$ cat src/rtl/hazard_pkg.sv
// Shared types and limits for the pipeline hazard controller.
// The HAZARD_PERF_CNT_EN macro (see pipeline_hazard_ctrl) adds the performance counters.
package hazard_pkg;

  typedef enum logic [0:0] {
    IDLE   = 1'b0,
    LSTALL = 1'b1
  } state_t;

  localparam int LOAD_STALL_MAX = 7;
  localparam int CNT_W_DEFAULT  = 32;

endpackage

$ cat src/rtl/load_use_compare.sv
// Pure combinational load-use detector: the decode-stage instruction reads
// a register that the execute-stage load is about to write.
module load_use_compare #(
  parameter int REG_AW = 5
) (
  input  logic [REG_AW-1:0] rs1,
  input  logic [REG_AW-1:0] rs2,
  input  logic              usesRs1,
  input  logic              usesRs2,
  input  logic [REG_AW-1:0] rd,
  input  logic              memRead,
  output logic              hz
);

  // x0 is hard-wired zero, so a load into it can never create a dependency
  assign hz = memRead && (rd != '0) &&
              ((usesRs1 && (rs1 == rd)) || (usesRs2 && (rs2 == rd)));

endmodule

$ cat src/rtl/pipeline_hazard_ctrl.sv
// Load-use stall / branch flush / memory freeze controller for a 5-stage pipeline.
// Define HAZARD_PERF_CNT_EN to add the load_stall_cnt and flush_cnt counters.
module pipeline_hazard_ctrl
  import hazard_pkg::*;
#(
  parameter int REG_AW     = 5,
  parameter int LOAD_STALL = 1,
  parameter int CNT_W      = CNT_W_DEFAULT
) (
  input  logic              clk,
  input  logic              rst,
  input  logic [REG_AW-1:0] IF_ID_RegisterRs1,
  input  logic [REG_AW-1:0] IF_ID_RegisterRs2,
  input  logic              IF_ID_UsesRs1,
  input  logic              IF_ID_UsesRs2,
  input  logic [REG_AW-1:0] ID_EX_RegisterRd,
  input  logic              ID_EX_MemRead,
  input  logic              branch_taken,
  input  logic              mem_busy,
  output logic              stall,
  output logic              bubble,
  output logic              flush,
  output logic              freeze
`ifdef HAZARD_PERF_CNT_EN
  ,
  output logic [CNT_W-1:0]  load_stall_cnt,
  output logic [CNT_W-1:0]  flush_cnt
`endif
);

  localparam logic [2:0] StallInit = 3'(LOAD_STALL - 1);

  logic       hz;
  state_t     stateReg, stateNext;
  logic [2:0] cntReg, cntNext;

  load_use_compare #(
    .REG_AW (REG_AW)
  ) u_cmp (
    .rs1     (IF_ID_RegisterRs1),
    .rs2     (IF_ID_RegisterRs2),
    .usesRs1 (IF_ID_UsesRs1),
    .usesRs2 (IF_ID_UsesRs2),
    .rd      (ID_EX_RegisterRd),
    .memRead (ID_EX_MemRead),
    .hz      (hz)
  );

  always_comb begin
    stall     = 1'b0;
    bubble    = 1'b0;
    flush     = 1'b0;
    freeze    = 1'b0;
    stateNext = stateReg;
    cntNext   = cntReg;
    if (rst) begin
      stateNext = IDLE;
      cntNext   = '0;
    end else if (mem_busy) begin
      freeze = 1'b1;
    end else if (branch_taken) begin
      // the stalled instruction is on the wrong path, so the flush also ends the stall
      flush     = 1'b1;
      stateNext = IDLE;
      cntNext   = '0;
    end else if (stateReg == LSTALL) begin
      stall  = 1'b1;
      bubble = 1'b1;
      if (cntReg == 3'd1) begin
        stateNext = IDLE;
        cntNext   = '0;
      end else begin
        cntNext = cntReg - 3'd1;
      end
    end else if (hz) begin
      stall  = 1'b1;
      bubble = 1'b1;
      if (LOAD_STALL > 1) begin
        stateNext = LSTALL;
        cntNext   = StallInit;
      end
    end
  end

  always_ff @(posedge clk) begin
    if (rst) begin
      stateReg <= IDLE;
      cntReg   <= '0;
    end else begin
      stateReg <= stateNext;
      cntReg   <= cntNext;
    end
  end

`ifdef HAZARD_PERF_CNT_EN
  logic [CNT_W-1:0] loadStallCntReg;
  logic [CNT_W-1:0] flushCntReg;

  // stall and flush are already forced low during reset and freeze, so they gate directly
  always_ff @(posedge clk) begin
    if (rst) begin
      loadStallCntReg <= '0;
      flushCntReg     <= '0;
    end else begin
      if (stall) loadStallCntReg <= loadStallCntReg + 1'b1;
      if (flush) flushCntReg     <= flushCntReg + 1'b1;
    end
  end

  assign load_stall_cnt = loadStallCntReg;
  assign flush_cnt      = flushCntReg;
`endif

endmodule

$ cat config.mk
export PLATFORM = sky130hd
export DESIGN_NAME = pipeline_hazard_ctrl
export DESIGN_NICKNAME = d
export VERILOG_FILES = /design/src/rtl/hazard_pkg.sv /design/src/rtl/load_use_compare.sv /design/src/rtl/pipeline_hazard_ctrl.sv
export SDC_FILE = /design/constraint.sdc
export NUM_CORES = 1
export LEC_CHECK = 0
export CAP_MARGIN = 20
export CORE_AREA = 2 2 39 41
export CTS_CLUSTER_SIZE = 28
export DETAILED_ROUTE_END_ITERATION = 16
export DIE_AREA = 0 0 41 43
export DONT_BUFFER_PORTS = 1
export HOLD_SLACK_MARGIN = 0.1
export PLACE_DENSITY = 0.48
export SETUP_SLACK_MARGIN = 0.2
export SLEW_MARGIN = 10
export SYNTH_ARGS = -nofsm -noshare
export SYNTH_HDL_FRONTEND = slang
export SYNTH_SLANG_ARGS = --single-unit
$ cat constraint.sdc
create_clock -name clk -period 1.9 [get_ports clk]
set_input_delay 0.38 -clock clk [delete_from_list [all_inputs] [get_ports clk]]
set_output_delay 0.38 -clock clk [all_outputs]
set_load 0.01 [all_outputs]
## After elaboration in Yosys (flattened, before gate mapping)

Index checks and enable logic that the tools add are counted.
W data, S select, Z words.

| cells by class | value |
|---|---|
| multiply operators | 0 |
| equality and inequality tests | 3 |
| reductions and logical operators | 8 |
| mux-type cells | 16 |
| div/mod/pow operators | 0 |
| order comparisons | 0 |
| bitwise gates (word level) | 1 |
| shift operators | 0 |
| add/subtract/negate cells | 1 |

Operator list:

| cell | count |
|---|---|
| $mux W1 | 13 |
| $eq A5 B5 Y1 | 2 |
| $mux W3 | 3 |
| $reduce_bool A5 Y1 | 1 |
| $logic_and A1 B1 Y1 | 4 |
| $eq A3 B1 Y1 const B | 1 |
| $sub A3 B1 Y3 const B | 1 |
| $reduce_and A2 Y1 | 1 |
| $reduce_bool A2 Y1 | 1 |
| $logic_or A1 B1 Y1 | 1 |
| $not A1 Y1 | 1 |

| storage, ports and cells | value |
|---|---|
| register bits | 4 |
| latch bits | 0 |
| memory bits (read-only) | 0 |
| output and inout port bits | 4 |
| word-level logic and storage cells | 31 |
| bits in writable memories | 0 |
| memories kept | 0 |

## Longest topological paths before layout

| depth | value |
|---|---|
| word-level depth | 9 |
| depth in mapped cells | 5 |
| gate-level depth less buffers | 5 |

## Cells and area by module

A second synthesis with hierarchy kept.

| second synthesis, totals | value |
|---|---|
| cell total of the unflattened synthesis | 45 |
| area total of the unflattened synthesis | 367.9 µm² |

By module, submodules not included:

| module | area each (µm²) | cells an instance | seq. area each (µm²) | times used |
|---|---|---|---|---|
| pipeline_hazard_ctrl | 234.0 | 28 | 80.1 | 1 |
| load_use_compare | 133.9 | 17 | 0.0 | 1 |

## Least setup slack after synthesis

No wires, ideal clock.

| path | value |
|---|---|
| kind | input-to-output |
| start | input port ID_EX_RegisterRd[3] |
| end | output port stall |
| required time | 1.520 ns |
| buffers on the path | 1 |
| data arrival time | 1.441 ns |
| setup slack | 0.079 ns |
| stages | 5 |
| path through | xor2_1 -> nor4_1 -> a32oi_1 -> o21ai_0 -> buf_4 |

| between the ends | value |
|---|---|
| longest elaborated chain between the ends | 9 |
| elaborated cells between the ends (all ways) | 13 |
| those cells by class | eq/ne: 2; mux: 5; reduce/logical: 6 |

RTL lines:

| item | line | RTL |
|---|---|---|
| start, declared | pipeline_hazard_ctrl.sv:16 | `input logic [REG_AW-1:0] ID_EX_RegisterRd,` |
| $eq A5 B5 Y1 | load_use_compare.sv:17 | `((usesRs1 && (rs1 == rd)) \|\| (usesRs2 && (rs2 == rd)));` |
| $logic_and A1 B1 Y1 | load_use_compare.sv:17 |  |
| $logic_or A1 B1 Y1 | load_use_compare.sv:17 |  |
| $logic_and A1 B1 Y1 (*) | load_use_compare.sv:16 | `assign hz = memRead && (rd != '0) &&` |
| $mux W1 (*) (5 in a row) | n/a |  |
| end, declared | pipeline_hazard_ctrl.sv:20 | `output logic stall,` |

Mark *: on every way between the ends. The rest lies on a longest branch, timed or not.

## Worst setup path in the final report

| path | value |
|---|---|
| start | input port ID_EX_RegisterRd[0] |
| end | output port stall |

The elaborated chain is that of the path after synthesis.

==> impl_metrics.csv <==
group,metric,value,unit
logic_synthesis,synth_seq_area_share,21.05,%
outcome,outcome,"completed",
worst_hold_path,hold_path_class,"input pin to flip-flop",
setup_path,r2r_setup_slack,0.69,ns
logic_synthesis,avgSynthCellArea,8.093,um^2
sta,final.min_clock_period,1.631,ns
floorplanning,initial_core_util,27.49,%
cells_and_area,area_growth_syn_to_layout,16.45,%
place,gp_congestion,0.6309,
sta,rsz0062_at_grt,"no",
cells_and_area,drive_above_1_share,20.41,%
clocking,cts_sinks,4,
sta,setup_tns,0,ns
clocking,cts_buffer_depth,2,
logic_synthesis,syn_nets,71,
setup_path,crit_required,1.52,ns
drt,antenna_left,0,
drt,dr.pass1.iters,4,
place,dp_hpwl,630.5,um
logic_synthesis,ys_ff_latch,4,
cells_and_area,diodes,0,
sta,relSlewSlack,73.81,%
sta,maxSlewViolCount,0,
pwr,ir_worst_vdd,138.3,uV
cells_and_area,post-route-util,32.01,%
sta,holdWs,0.2160,ns
clocking,cts-resized-gates,0,
logic_synthesis,yosys.area.top_type,"dfxtp_1",
place,numPortBuffers,0,
floorplanning,io_pins,26,
clocking,ctsHoldBuffers,0,
setup_path,cp-end-kind,"output port",
logic_synthesis,synth_area,380.4,um^2
logic_synthesis,yosys.area.top_type_share,21.05,%
drt,viasPerCell,5.215,
sta,fmax,613.3,MHz
setup_path,crit_fanout,3,
floorplanning,die_height,43,um
drt,drt_iter0_markers,4,
sta,tightestPinTransition,0.3920,ns
pwr,powerDensity,549.4,nW/um^2
clocking,cts_root_buf,"clkbuf_4",
flow_run,max_cap_violations,0,
logic_synthesis,synth_warnings,0,
logic_synthesis,ys_types,21,
worst_hold_path,holdPathStages,1,
setup_path,path_class,"input pin to output port",
cells_and_area,nNetsFinal,75,
clocking,path_clk_slew,0.04,ns
cells_and_area,n_fill_cell,159,
floorplanning,core,1384,um^2
drt,wl_per_cell,11.92,um
clocking,cts_setup_buffers,0,
clocking,numCtsBuffers,3,
clocking,clock_latency,0.23,ns
drt,wirelength,775,um
floorplanning,die_x,41,um
clocking,h-tree-depth,1,
global_route,grt_max_degree,9,
global_route,grt_util_all_layers,10.04,%
global_route,grt_first_pass_wirelength,1.214,mm
setup_path,cp-start-kind,"input pin",
sta,finalClockSkew,0.001850,ns
pwr,finalPower,0.2434,mW
floorplanning,rows,14,
drt,post-route-drc-count,0,
pwr,leakagePower,0.1440,nW
sta,setup_viol,0,
floorplanning,dieArea,1763,um^2
clocking,cts_tree,"yes",
sta,period_share,85.82,%
setup_path,r2r_cells,5,
global_route,antenna_found_initial,0,
global_route,grt_pass1_vias,331,
sta,hold_viol,0,
logic_synthesis,synthTopCellsByArea,"dfxtp_1 21%, xor2_1 18%, ha_1 6.6%",
drt,routed-via-count,339,
logic_synthesis,syn_inst,47,
setup_path,cp.arrival,1.25,ns
global_route,grt-ovfl-total,0,
## path summary, 6_finish.rpt
path	startpoint	end
setup / recovery	ID_EX_RegisterRd[0]	stall
setup reg to reg	cntReg[0]	cntReg[1]
hold reg to reg	cntReg[2]	cntReg[2]
hold / removal	rst	cntReg[1]
## per-layer routing
layer | GRT usage (%) | share of wire (%)
met2 | 14.37 | 50
met5 | 0 | 0
met3 | 2.618 | 9.0
met1 | 11.90 | 41
met4 | 8.000 | 0
## worst max-delay path, cell delays in order
cell and delay (ns):
or4_4 0.51, o211ai_1 0.22, o21ai_2 0.14
## where the power goes
| part | total, mW | leakage (nW) | internal, mW | switching [mW] |
|---|---|---|---|---|
| sequential | 0.0896 | 0.0325 | 0.0875 | 0.00208 |
| combinational | 0.0478 | 0.0977 | 0.0255 | 0.0223 |
| clock | 0.106 | 0.0138 | 0.0707 | 0.0353 |
## placed cells by master (no fill, tap or decap), types with 2 or more instances in the layout
master	n
a21oi_1	4
clkbuf_4	3
dfxtp_1	4
ha_1	2
inv_1	3
nor2_1	6
nor3_1	2
nor3b_1	2
nor4_2	2
xnor2_1	2
xor2_1	7
## final cells by class
type / instances / area, um^2 / share of cell area (%)
Clock buffer: 3 / 22.52 / 5.085
Sequential cell: 4 / 80.08 / 18.08
Tap cell: 16 / 20.02 / 4.520
Multi-Input combinational cell: 39 / 309.0 / 69.77
Inverter: 3 / 11.26 / 2.542
## flip-flops by register name, summed over array words and instances (netlist names)
register and count:
cntReg 3, stateReg 1
## cells in the mapped netlist, drive strengths merged
cell type / n
xor2: 8
nor2: 6
a21oi: 4
dfxtp: 4
inv: 3
ha: 2
nor3: 2
nor3b: 2
nor4: 2
o21ai: 2
xnor2: 2
a2111oi: 1
a32oi: 1
and2: 1
buf: 1
nand2: 1
nand3: 1
nor2b: 1
o211ai: 1
o21bai: 1
or4: 1
## logic make-up after synthesis
| logic type | synth area share [%] |
|---|---|
| simple gates | 23.35 |
| compound gates | 21.05 |
| xor+xnor | 23.03 |
| buf+inv | 4.935 |
| flops | 21.05 |
| fa+ha+maj | 6.578 |
## metrics by stage
stage	instance area (um^2)	setup slack (ns)	cells
floorplan	384.1	0.1988	47
CTS	419.2	0.2422	65
finish	442.9	0.2695	65
global placement	396.6	0.2273	62
detailed placement	396.6	0.2508	62
global route	442.9	0.2042	65
(Power assumes the default switching activity.)
